`src/rtl/chain_code_tx_scheduler_pkg.sv`:
```
// Shared constants, FSM states and packet layout for the chain-code TX scheduler.
package chain_code_pkg;

    localparam logic [7:0]  SYNC_BYTE = 8'hA5;
    localparam logic [7:0]  ERR_BYTE  = 8'hEE;
    localparam int unsigned HDR_LEN   = 7;
    localparam int unsigned CODE_W    = 3;

    typedef enum logic [2:0] {
        StIdle,
        StStart,
        StHdr,
        StCodes,
        StCsum,
        StErr,
        StFinish
    } state_e;

    // Byte offsets of the header fields; offset 0 is the sync byte.
    localparam logic [2:0] OFF_SYNC    = 3'd0;
    localparam logic [2:0] OFF_X       = 3'd1;
    localparam logic [2:0] OFF_Y       = 3'd2;
    localparam logic [2:0] OFF_PER_HI  = 3'd3;
    localparam logic [2:0] OFF_PER_LO  = 3'd4;
    localparam logic [2:0] OFF_AREA_HI = 3'd5;
    localparam logic [2:0] OFF_AREA_LO = 3'd6;

    // Byte offsets within the error packet.
    localparam logic [2:0] OFF_ERR_CODE   = 3'd1;
    localparam logic [2:0] OFF_ERR_STATUS = 3'd2;

    function automatic logic [7:0] hdr_byte(
        input logic [2:0]  off,
        input logic [5:0]  x,
        input logic [5:0]  y,
        input logic [8:0]  per,
        input logic [11:0] area
    );
        logic [7:0] b;
        case (off)
            OFF_X:       b = {2'b0, x};
            OFF_Y:       b = {2'b0, y};
            OFF_PER_HI:  b = {7'b0, per[8]};
            OFF_PER_LO:  b = per[7:0];
            OFF_AREA_HI: b = {4'b0, area[11:8]};
            OFF_AREA_LO: b = area[7:0];
            default:     b = SYNC_BYTE;
        endcase
        return b;
    endfunction

endpackage

```
`src/rtl/chain_code_tx_scheduler_if.sv`:
```
// Encoder and UART-side signals of the chain-code TX scheduler.
interface chain_code_tx_scheduler_if;

    logic        enc_start;
    logic        enc_done;
    logic [7:0]  enc_code;
    logic        enc_error;
    logic [8:0]  enc_perimeter;
    logic [11:0] enc_area;
    logic [5:0]  enc_start_x;
    logic [5:0]  enc_start_y;

    logic [7:0]  tx_data;
    logic        tx_valid;
    logic        tx_ready;

    modport master (
        output enc_start,
        input  enc_done,
        input  enc_code,
        input  enc_error,
        input  enc_perimeter,
        input  enc_area,
        input  enc_start_x,
        input  enc_start_y,
        output tx_data,
        output tx_valid,
        input  tx_ready
    );

    modport slave (
        input  enc_start,
        output enc_done,
        output enc_code,
        output enc_error,
        output enc_perimeter,
        output enc_area,
        output enc_start_x,
        output enc_start_y,
        input  tx_data,
        input  tx_valid,
        output tx_ready
    );

endinterface

```
`src/rtl/chain_code_tx_scheduler_fifo.sv`:
```
// Show-ahead synchronous FIFO; DEPTH must be a power of two.
module chain_code_fifo #(
    parameter int unsigned WIDTH = 3,
    parameter int unsigned DEPTH = 512
) (
    input  logic             clk,
    input  logic             reset,
    input  logic             clr,
    input  logic             push,
    input  logic [WIDTH-1:0] wdata,
    input  logic             pop,
    output logic [WIDTH-1:0] rdata,
    output logic             full,
    output logic             empty
);

    localparam int unsigned AW = $clog2(DEPTH);
    localparam logic [AW:0] FULL_CNT = (AW + 1)'(DEPTH);

    logic [WIDTH-1:0] mem [DEPTH];
    logic [AW-1:0]    wr_ptr_q;
    logic [AW-1:0]    rd_ptr_q;
    logic [AW:0]      count_q;
    logic             do_push;
    logic             do_pop;

    assign full  = (count_q == FULL_CNT);
    assign empty = (count_q == '0);
    assign rdata = mem[rd_ptr_q];

    assign do_pop  = pop && !empty;
    // A full FIFO still accepts a push when the head leaves in the same cycle.
    assign do_push = push && (!full || do_pop);

    always_ff @(posedge clk or negedge reset) begin
        if (!reset) begin
            wr_ptr_q <= '0;
            rd_ptr_q <= '0;
            count_q  <= '0;
        end else if (clr) begin
            wr_ptr_q <= '0;
            rd_ptr_q <= '0;
            count_q  <= '0;
        end else begin
            if (do_push) begin
                wr_ptr_q <= wr_ptr_q + 1'b1;
            end
            if (do_pop) begin
                rd_ptr_q <= rd_ptr_q + 1'b1;
            end
            case ({do_push, do_pop})
                2'b10:   count_q <= count_q + 1'b1;
                2'b01:   count_q <= count_q - 1'b1;
                default: count_q <= count_q;
            endcase
        end
    end

    always_ff @(posedge clk) begin
        if (do_push) begin
            mem[wr_ptr_q] <= wdata;
        end
    end

endmodule

```
`src/rtl/chain_code_tx_scheduler.sv`:
```
// Starts the chain-code encoder, buffers its code stream and frames it as a UART packet:
// sync, start point, perimeter, area, codes, checksum (or a short error packet on abort).
module chain_code_tx_scheduler
    import chain_code_pkg::*;
#(
    parameter int unsigned FIFO_DEPTH     = 512,
    parameter int unsigned TIMEOUT_CYCLES = 1048576
) (
    input  logic                      clk,
    input  logic                      reset,
    input  logic                      go,
    output logic                      busy,
    output logic                      pkt_done,
    output logic                      overflow,
    output logic                      timeout,
    chain_code_tx_scheduler_if.master bus
);

    localparam int unsigned TW = $clog2(TIMEOUT_CYCLES + 1);
    localparam logic [TW-1:0] TMO_LAST = TW'(TIMEOUT_CYCLES - 1);
    localparam logic [2:0] HDR_LAST = OFF_AREA_LO;

    state_e        state_q, state_d;
    logic [TW-1:0] timer_q, timer_d;
    logic [2:0]    idx_q, idx_d;
    logic          last_q, last_d;
    logic          cap_q, cap_d;
    logic          ended_q, ended_d;
    logic [7:0]    csum_q, csum_d;
    logic [7:0]    tx_data_q, tx_data_d;
    logic          tx_valid_q, tx_valid_d;
    logic          tx_ck_q, tx_ck_d;
    logic          ovf_q, ovf_d;
    logic          tmo_q, tmo_d;

    logic [5:0]    x_q;
    logic [5:0]    y_q;
    logic [8:0]    per_q;
    logic [11:0]   area_q;
    logic          err_q;
    logic          latch_en;

    logic              push;
    logic              pop;
    logic              fifo_clr;
    logic              fifo_full;
    logic              fifo_empty;
    logic [CODE_W-1:0] fifo_rdata;

    logic xfer;
    logic slot_free;
    logic unused_code_msbs;

    assign unused_code_msbs = ^bus.enc_code[7:3];

    chain_code_fifo #(
        .WIDTH(CODE_W),
        .DEPTH(FIFO_DEPTH)
    ) u_fifo (
        .clk  (clk),
        .reset(reset),
        .clr  (fifo_clr),
        .push (push),
        .wdata(bus.enc_code[CODE_W-1:0]),
        .pop  (pop),
        .rdata(fifo_rdata),
        .full (fifo_full),
        .empty(fifo_empty)
    );

    assign xfer      = tx_valid_q && bus.tx_ready;
    // The output register may be refilled on the same edge its byte is accepted.
    assign slot_free = !tx_valid_q || bus.tx_ready;

    assign bus.tx_data   = tx_data_q;
    assign bus.tx_valid  = tx_valid_q;
    assign bus.enc_start = (state_q == StStart);
    assign busy          = (state_q != StIdle) && (state_q != StFinish);
    assign pkt_done      = (state_q == StFinish);
    assign overflow      = ovf_q;
    assign timeout       = tmo_q;

    always_comb begin
        state_d    = state_q;
        timer_d    = timer_q;
        idx_d      = idx_q;
        last_d     = last_q;
        cap_d      = cap_q;
        ended_d    = ended_q;
        csum_d     = csum_q;
        tx_data_d  = tx_data_q;
        tx_valid_d = tx_valid_q;
        tx_ck_d    = tx_ck_q;
        ovf_d      = ovf_q;
        tmo_d      = tmo_q;
        latch_en   = 1'b0;
        push       = 1'b0;
        pop        = 1'b0;
        fifo_clr   = 1'b0;

        if (xfer) begin
            tx_valid_d = 1'b0;
            if (tx_ck_q) begin
                csum_d = csum_q ^ tx_data_q;
            end
        end

        // Capture runs alongside HDR/CODES until the first fall of enc_done.
        if (cap_q) begin
            if (bus.enc_done) begin
                push = 1'b1;
            end else begin
                cap_d   = 1'b0;
                ended_d = 1'b1;
            end
        end

        case (state_q)
            StIdle: begin
                if (go) begin
                    state_d  = StStart;
                    timer_d  = '0;
                    idx_d    = '0;
                    last_d   = 1'b0;
                    cap_d    = 1'b0;
                    ended_d  = 1'b0;
                    csum_d   = '0;
                    ovf_d    = 1'b0;
                    tmo_d    = 1'b0;
                    fifo_clr = 1'b1;
                end
            end
            StStart: begin
                timer_d = timer_q + 1'b1;
                if (bus.enc_done) begin
                    latch_en   = 1'b1;
                    tx_data_d  = SYNC_BYTE;
                    tx_valid_d = 1'b1;
                    tx_ck_d    = 1'b0;
                    idx_d      = OFF_X;
                    if (bus.enc_error) begin
                        state_d = StErr;
                    end else begin
                        state_d = StHdr;
                        cap_d   = 1'b1;
                        push    = 1'b1;
                    end
                end else if (timer_q == TMO_LAST) begin
                    tmo_d      = 1'b1;
                    state_d    = StErr;
                    tx_data_d  = SYNC_BYTE;
                    tx_valid_d = 1'b1;
                    tx_ck_d    = 1'b0;
                    idx_d      = OFF_ERR_CODE;
                end
            end
            StHdr: begin
                if (slot_free) begin
                    tx_data_d  = hdr_byte(idx_q, x_q, y_q, per_q, area_q);
                    tx_valid_d = 1'b1;
                    tx_ck_d    = 1'b1;
                    idx_d      = idx_q + 1'b1;
                    if (idx_q == HDR_LAST) begin
                        state_d = StCodes;
                    end
                end
            end
            StCodes: begin
                if (slot_free) begin
                    if (!fifo_empty) begin
                        tx_data_d  = {{(8 - CODE_W){1'b0}}, fifo_rdata};
                        tx_valid_d = 1'b1;
                        tx_ck_d    = 1'b1;
                        pop        = 1'b1;
                    end else if (ended_q) begin
                        state_d = StCsum;
                    end
                end
            end
            StCsum: begin
                if (!last_q) begin
                    if (slot_free) begin
                        // csum_d already folds in a byte accepted on this same edge.
                        tx_data_d  = csum_d;
                        tx_valid_d = 1'b1;
                        tx_ck_d    = 1'b0;
                        last_d     = 1'b1;
                    end
                end else if (xfer) begin
                    state_d = StFinish;
                end
            end
            StErr: begin
                if (!last_q) begin
                    if (slot_free) begin
                        tx_valid_d = 1'b1;
                        tx_ck_d    = 1'b0;
                        if (idx_q == OFF_ERR_CODE) begin
                            tx_data_d = ERR_BYTE;
                            idx_d     = OFF_ERR_STATUS;
                        end else begin
                            tx_data_d = {5'b0, tmo_q, ovf_q, err_q};
                            last_d    = 1'b1;
                        end
                    end
                end else if (xfer) begin
                    state_d = StFinish;
                end
            end
            StFinish: begin
                state_d = StIdle;
            end
            default: begin
                state_d = StIdle;
            end
        endcase

        if (push && fifo_full && !pop) begin
            ovf_d = 1'b1;
        end
    end

    always_ff @(posedge clk or negedge reset) begin
        if (!reset) begin
            state_q    <= StIdle;
            timer_q    <= '0;
            idx_q      <= '0;
            last_q     <= 1'b0;
            cap_q      <= 1'b0;
            ended_q    <= 1'b0;
            csum_q     <= '0;
            tx_data_q  <= '0;
            tx_valid_q <= 1'b0;
            tx_ck_q    <= 1'b0;
            ovf_q      <= 1'b0;
            tmo_q      <= 1'b0;
            x_q        <= '0;
            y_q        <= '0;
            per_q      <= '0;
            area_q     <= '0;
            err_q      <= 1'b0;
        end else begin
            state_q    <= state_d;
            timer_q    <= timer_d;
            idx_q      <= idx_d;
            last_q     <= last_d;
            cap_q      <= cap_d;
            ended_q    <= ended_d;
            csum_q     <= csum_d;
            tx_data_q  <= tx_data_d;
            tx_valid_q <= tx_valid_d;
            tx_ck_q    <= tx_ck_d;
            ovf_q      <= ovf_d;
            tmo_q      <= tmo_d;
            if (latch_en) begin
                x_q    <= bus.enc_start_x;
                y_q    <= bus.enc_start_y;
                per_q  <= bus.enc_perimeter;
                area_q <= bus.enc_area;
                err_q  <= bus.enc_error;
            end
        end
    end

endmodule

```
`src/flat_wrapper.sv`:
```
// flat-port wrapper written by rule: the top's interface ports become plain ports
module chain_code_tx_scheduler_flat import chain_code_pkg::*;
#(
    parameter int unsigned FIFO_DEPTH     = 512,
    parameter int unsigned TIMEOUT_CYCLES = 1048576
)
  (clk, reset, go, busy, pkt_done, overflow, timeout, bus_enc_start, bus_enc_done, bus_enc_code, bus_enc_error, bus_enc_perimeter, bus_enc_area, bus_enc_start_x, bus_enc_start_y, bus_tx_data, bus_tx_valid, bus_tx_ready);
  chain_code_tx_scheduler_if bus_i ();
  input  logic clk;
  input  logic reset;
  input  logic go;
  output logic busy;
  output logic pkt_done;
  output logic overflow;
  output logic timeout;
  output wire logic [$bits(bus_i.enc_start)-1:0] bus_enc_start;
  input wire logic [$bits(bus_i.enc_done)-1:0] bus_enc_done;
  input wire logic [$bits(bus_i.enc_code)-1:0] bus_enc_code;
  input wire logic [$bits(bus_i.enc_error)-1:0] bus_enc_error;
  input wire logic [$bits(bus_i.enc_perimeter)-1:0] bus_enc_perimeter;
  input wire logic [$bits(bus_i.enc_area)-1:0] bus_enc_area;
  input wire logic [$bits(bus_i.enc_start_x)-1:0] bus_enc_start_x;
  input wire logic [$bits(bus_i.enc_start_y)-1:0] bus_enc_start_y;
  output wire logic [$bits(bus_i.tx_data)-1:0] bus_tx_data;
  output wire logic [$bits(bus_i.tx_valid)-1:0] bus_tx_valid;
  input wire logic [$bits(bus_i.tx_ready)-1:0] bus_tx_ready;
  assign bus_enc_start = bus_i.enc_start;
  assign bus_i.enc_done = bus_enc_done;
  assign bus_i.enc_code = bus_enc_code;
  assign bus_i.enc_error = bus_enc_error;
  assign bus_i.enc_perimeter = bus_enc_perimeter;
  assign bus_i.enc_area = bus_enc_area;
  assign bus_i.enc_start_x = bus_enc_start_x;
  assign bus_i.enc_start_y = bus_enc_start_y;
  assign bus_tx_data = bus_i.tx_data;
  assign bus_tx_valid = bus_i.tx_valid;
  assign bus_i.tx_ready = bus_tx_ready;
  chain_code_tx_scheduler #(.FIFO_DEPTH(FIFO_DEPTH), .TIMEOUT_CYCLES(TIMEOUT_CYCLES)) u_core (.clk(clk), .reset(reset), .go(go), .busy(busy), .pkt_done(pkt_done), .overflow(overflow), .timeout(timeout), .bus(bus_i));
endmodule
```
`config.mk`:
```
export PLATFORM = sky130hd
export DESIGN_NAME = chain_code_tx_scheduler_flat
export DESIGN_NICKNAME = d
export VERILOG_FILES = /design/src/rtl/chain_code_tx_scheduler_pkg.sv /design/src/rtl/chain_code_tx_scheduler_if.sv /design/src/rtl/chain_code_tx_scheduler_fifo.sv /design/src/rtl/chain_code_tx_scheduler.sv /design/src/flat_wrapper.sv
export SDC_FILE = /design/constraint.sdc
export NUM_CORES = 2
export LEC_CHECK = 0
export CAP_MARGIN = 10
export CORE_MARGIN = 4
export CORE_UTILIZATION = 60
export DETAILED_ROUTE_END_ITERATION = 8
export GPL_TIMING_DRIVEN = 0
export PLACE_DENSITY = 0.76
export SLEW_MARGIN = 20
export SYNTH_ARGS = -nofsm -noshare
export SYNTH_HDL_FRONTEND = slang
export SYNTH_SLANG_ARGS = --single-unit
```
`constraint.sdc`:
```
create_clock -name clk -period 6.84 [get_ports clk]
set_clock_uncertainty 0.15 [all_clocks]
set_input_delay 1.368 -clock clk [delete_from_list [all_inputs] [get_ports clk]]
set_output_delay 1.368 -clock clk [all_outputs]
set_load 0.02 [all_outputs]
```
==> out/results.tsv <==
metric	value	unit
power_frac_seq	42.1	%
yosysSeqAreaShare	72.1	%
async_flop_share	6.80	%
p_comb_share	25.4	%
syn-cell-area	0.0679	mm2
cp_slowest_cell	nand3_1	
initial_utilization	60.4	%
place_congestion	1.04	
vias	42758	
grt_pass1_vias	40100	
setup_violations	0	
cp_max_fo	10	
tightest_slew	1370	ps
synth_top_family_by_area	multiplexers	
postSynthCellCount	3895	
num_rows	123	
clock_sinks	1648	
grt_first_pass_wirelength	315000	um
mostFrequentLayoutCells	edfxtp_1, nor2_1, mux4_2	
pwr_density_cell	356	mW/mm2
post_cts_resized	0	
crit_path_end_kind	register	
fp.dieH	344	um
synthSimpleGateAreaFrac	6.04	%
clkPwrFrac	32.5	%
drv_cap	0	
fp.dieW	344	um
htreeDepth	4	
nFillCells	7222	
relSlewSlack	8.90	%
cts_buffers	162	
area_growth	11.9	%
synth-warning-count	0	
cp_top_family	simple AND/OR/NAND/NOR gates	
core_area	0.112	mm2
place_hpwl	146000	um
firstDrtPassIters	9	
crit_chain	buf_6, buf_12, buf_6, buf_6, nand3_1, buf_2, o22ai_1, a211oi_1, a221oi_1, nor3_1, nor2_1, nand2_1, o311ai_1	
startpoint_type	register	
fin_crit_sh	84.4	%
drc	1	
drt_iter0_markers	9151	
status	complete, but fails checks	
switchingPower	0.00854	W
synth_compound_area_share	4.07	%
internal-power	0.0185	W
fmax	173	MHz
portBuffers	55	
syn_area_per_cell	17.4	um2
yosys-mux-area-fraction	14.4	%
synth_edf_count	1536	
antenna_found_initial	22	
ys_ff_latch	1648	
antenna_left	0	
required	7370	ps
ys.flop_type	edfxtp_1	
synth.net_count	3959	
worstSetupPathType	register to register	
clockRootBuffer	clkbuf_16	
final_util	67.6	%
io_pins	61	
grt.total_usage	39.4	%
violations	DRC	
hold_viol	0	
synth.distinct_cells	91	
critPathMaxStageDelay	850	ps
dieArea	0.119	mm2
critPathBufInv	5	
synth_xor_area_share	0.413	%
avgViaCountPerCell	7.40	
swShare	31.6	%
grt_setup_unrepaired	false	
finalCriticalPeriod	5770	ps
clk_pin_slew_worst_paths	70	ps
p_leak	23.8	nW
layout-drive-gt1-share	18.0	%
clkLatencyLatePin	810	ps
hold_class	register to register	
drt-total-wl	232000	um
worst_ep_arrival_time	6300	ps
post_cts_buffers	0	
peakVddDrop	0.261	mV
setup_tns	0	ps
final_net_count	4194	
finalMaxSlewViolations	0	
synth_fa_ha_area_share	0.313	%
cts_tree	yes	
post_drt_wl_per_cell	40.2	um
path_common_cell	buf_6	
hold_buffers	0	
grt_start_max_net_pins	148	
final_common_cell	edfxtp_1	
gr-total-overflow	0	
cts_buffer_depth	3	
==> path summary, 6_finish.rpt <==
kind / to / cells after the start / slack [ps] / from
min reg2reg: u_core.timer_q[17]$_DFFE_PN0P_ / 1 / 340 / u_core.timer_q[17]$_DFFE_PN0P_
min in group asynchronous: u_core.timer_q[3]$_DFFE_PN0P_ / 1 / 380 / reset
max: u_core.bus.tx_data[1]$_DFFE_PN0P_ / 13 / 1070 / u_core.u_fifo.rd_ptr_q[0]$_DFFE_PN0P_
max in group asynchronous: u_core.area_q[0]$_DFFE_PN0P_ / 2 / 5430 / reset
min: u_core.timer_q[17]$_DFFE_PN0P_ / 1 / 340 / u_core.timer_q[17]$_DFFE_PN0P_
max reg2reg: u_core.bus.tx_data[1]$_DFFE_PN0P_ / 13 / 1070 / u_core.u_fifo.rd_ptr_q[0]$_DFFE_PN0P_
==> stage by stage <==
stage	hold WS [ps]	power (W)	instance area [um2]	cells	setup WS [ps]
after floorplan	300	0.0153	67900	3895	3200
after global placement	327	0.0182	70300	5450	-9340
after detailed placement	327	0.0181	70700	5464	1260
after CTS	337	0.0266	75900	5762	1600
after global routing	366	0.0274	75900	5766	1350
final	336	0.0270	75900	5779	1070
==> power groups by stage <==
stage	clock (W)	sequential (W)	combinational [W]
2_1_floorplan	0	0.0116	0.00370
3_3_place_gp	0	0.0118	0.00639
3_5_place_dp	0	0.0116	0.00650
4_1_cts	0.00871	0.0114	0.00654
5_1_grt	0.00914	0.0114	0.00684
6_report	0.00878	0.0114	0.00686
==> layout make-up <==
cell class / instances / area (um2) / area share (%)
Multi-Input combinational cell: 1959 / 17200 / 22.6
Clock inverter: 87 / 786 / 1.03
Clock buffer: 211 / 4350 / 5.73
Sequential cell: 1648 / 48900 / 64.4
Inverter: 20 / 75.1 / 0.0989
Buffer: 268 / 1760 / 2.32
Antenna cell: 15 / 37.5 / 0.0494
Timing Repair Buffer: 71 / 946 / 1.25
Tap cell: 1500 / 1880 / 2.47
==> registers in the layout, indices dropped and copies added (netlist names), 3 cells and up <==
signal	flops
u_core.idx_q	3
u_core.u_fifo.mem	1536
u_core.csum_q	8
u_core.per_q	9
u_core.timer_q	21
u_core.y_q	6
u_core.area_q	12
u_core.u_fifo.count_q	10
u_core.bus.tx_data	8
u_core.u_fifo.wr_ptr_q	9
u_core.x_q	6
u_core.state_q	3
u_core.u_fifo.rd_ptr_q	9
==> Yosys cell counts (all sizes together) (51+ instances only) <==
library cell,number,area share [%]
dfrtp,112,4.1
a21oi,91,0.67
nand3,64,0.49
nor2,617,3.4
clkbuf,140,0.84
nand2,143,0.79
mux2i,166,2.4
buf,127,1.7
o21ai,75,0.55
mux2,51,0.85
a22oi,52,0.58
mux4,327,11
edfxtp,1536,68
==> kinds of logic after synthesis <==
| logic type | after synthesis |
|---|---|
| fa+ha+maj | 17 |
| simple gates | 961 |
| mux | 544 |
| flops | 1648 |
| compound gates | 405 |
| buf+inv | 288 |
| xor+xnor | 32 |
==> per-layer routing <==
metal | up-vias | part of all wire [%] | global-route usage (%)
li1 | 15959 | - | -
met1 | 21091 | 31 | 49.0
met2 | 4580 | 42 | 54.9
met3 | 1114 | 18 | 18.9
met4 | 14 | 8.7 | 26.5
met5 | - | 0.11 | 0.776
(Power assumes the default switching activity.)
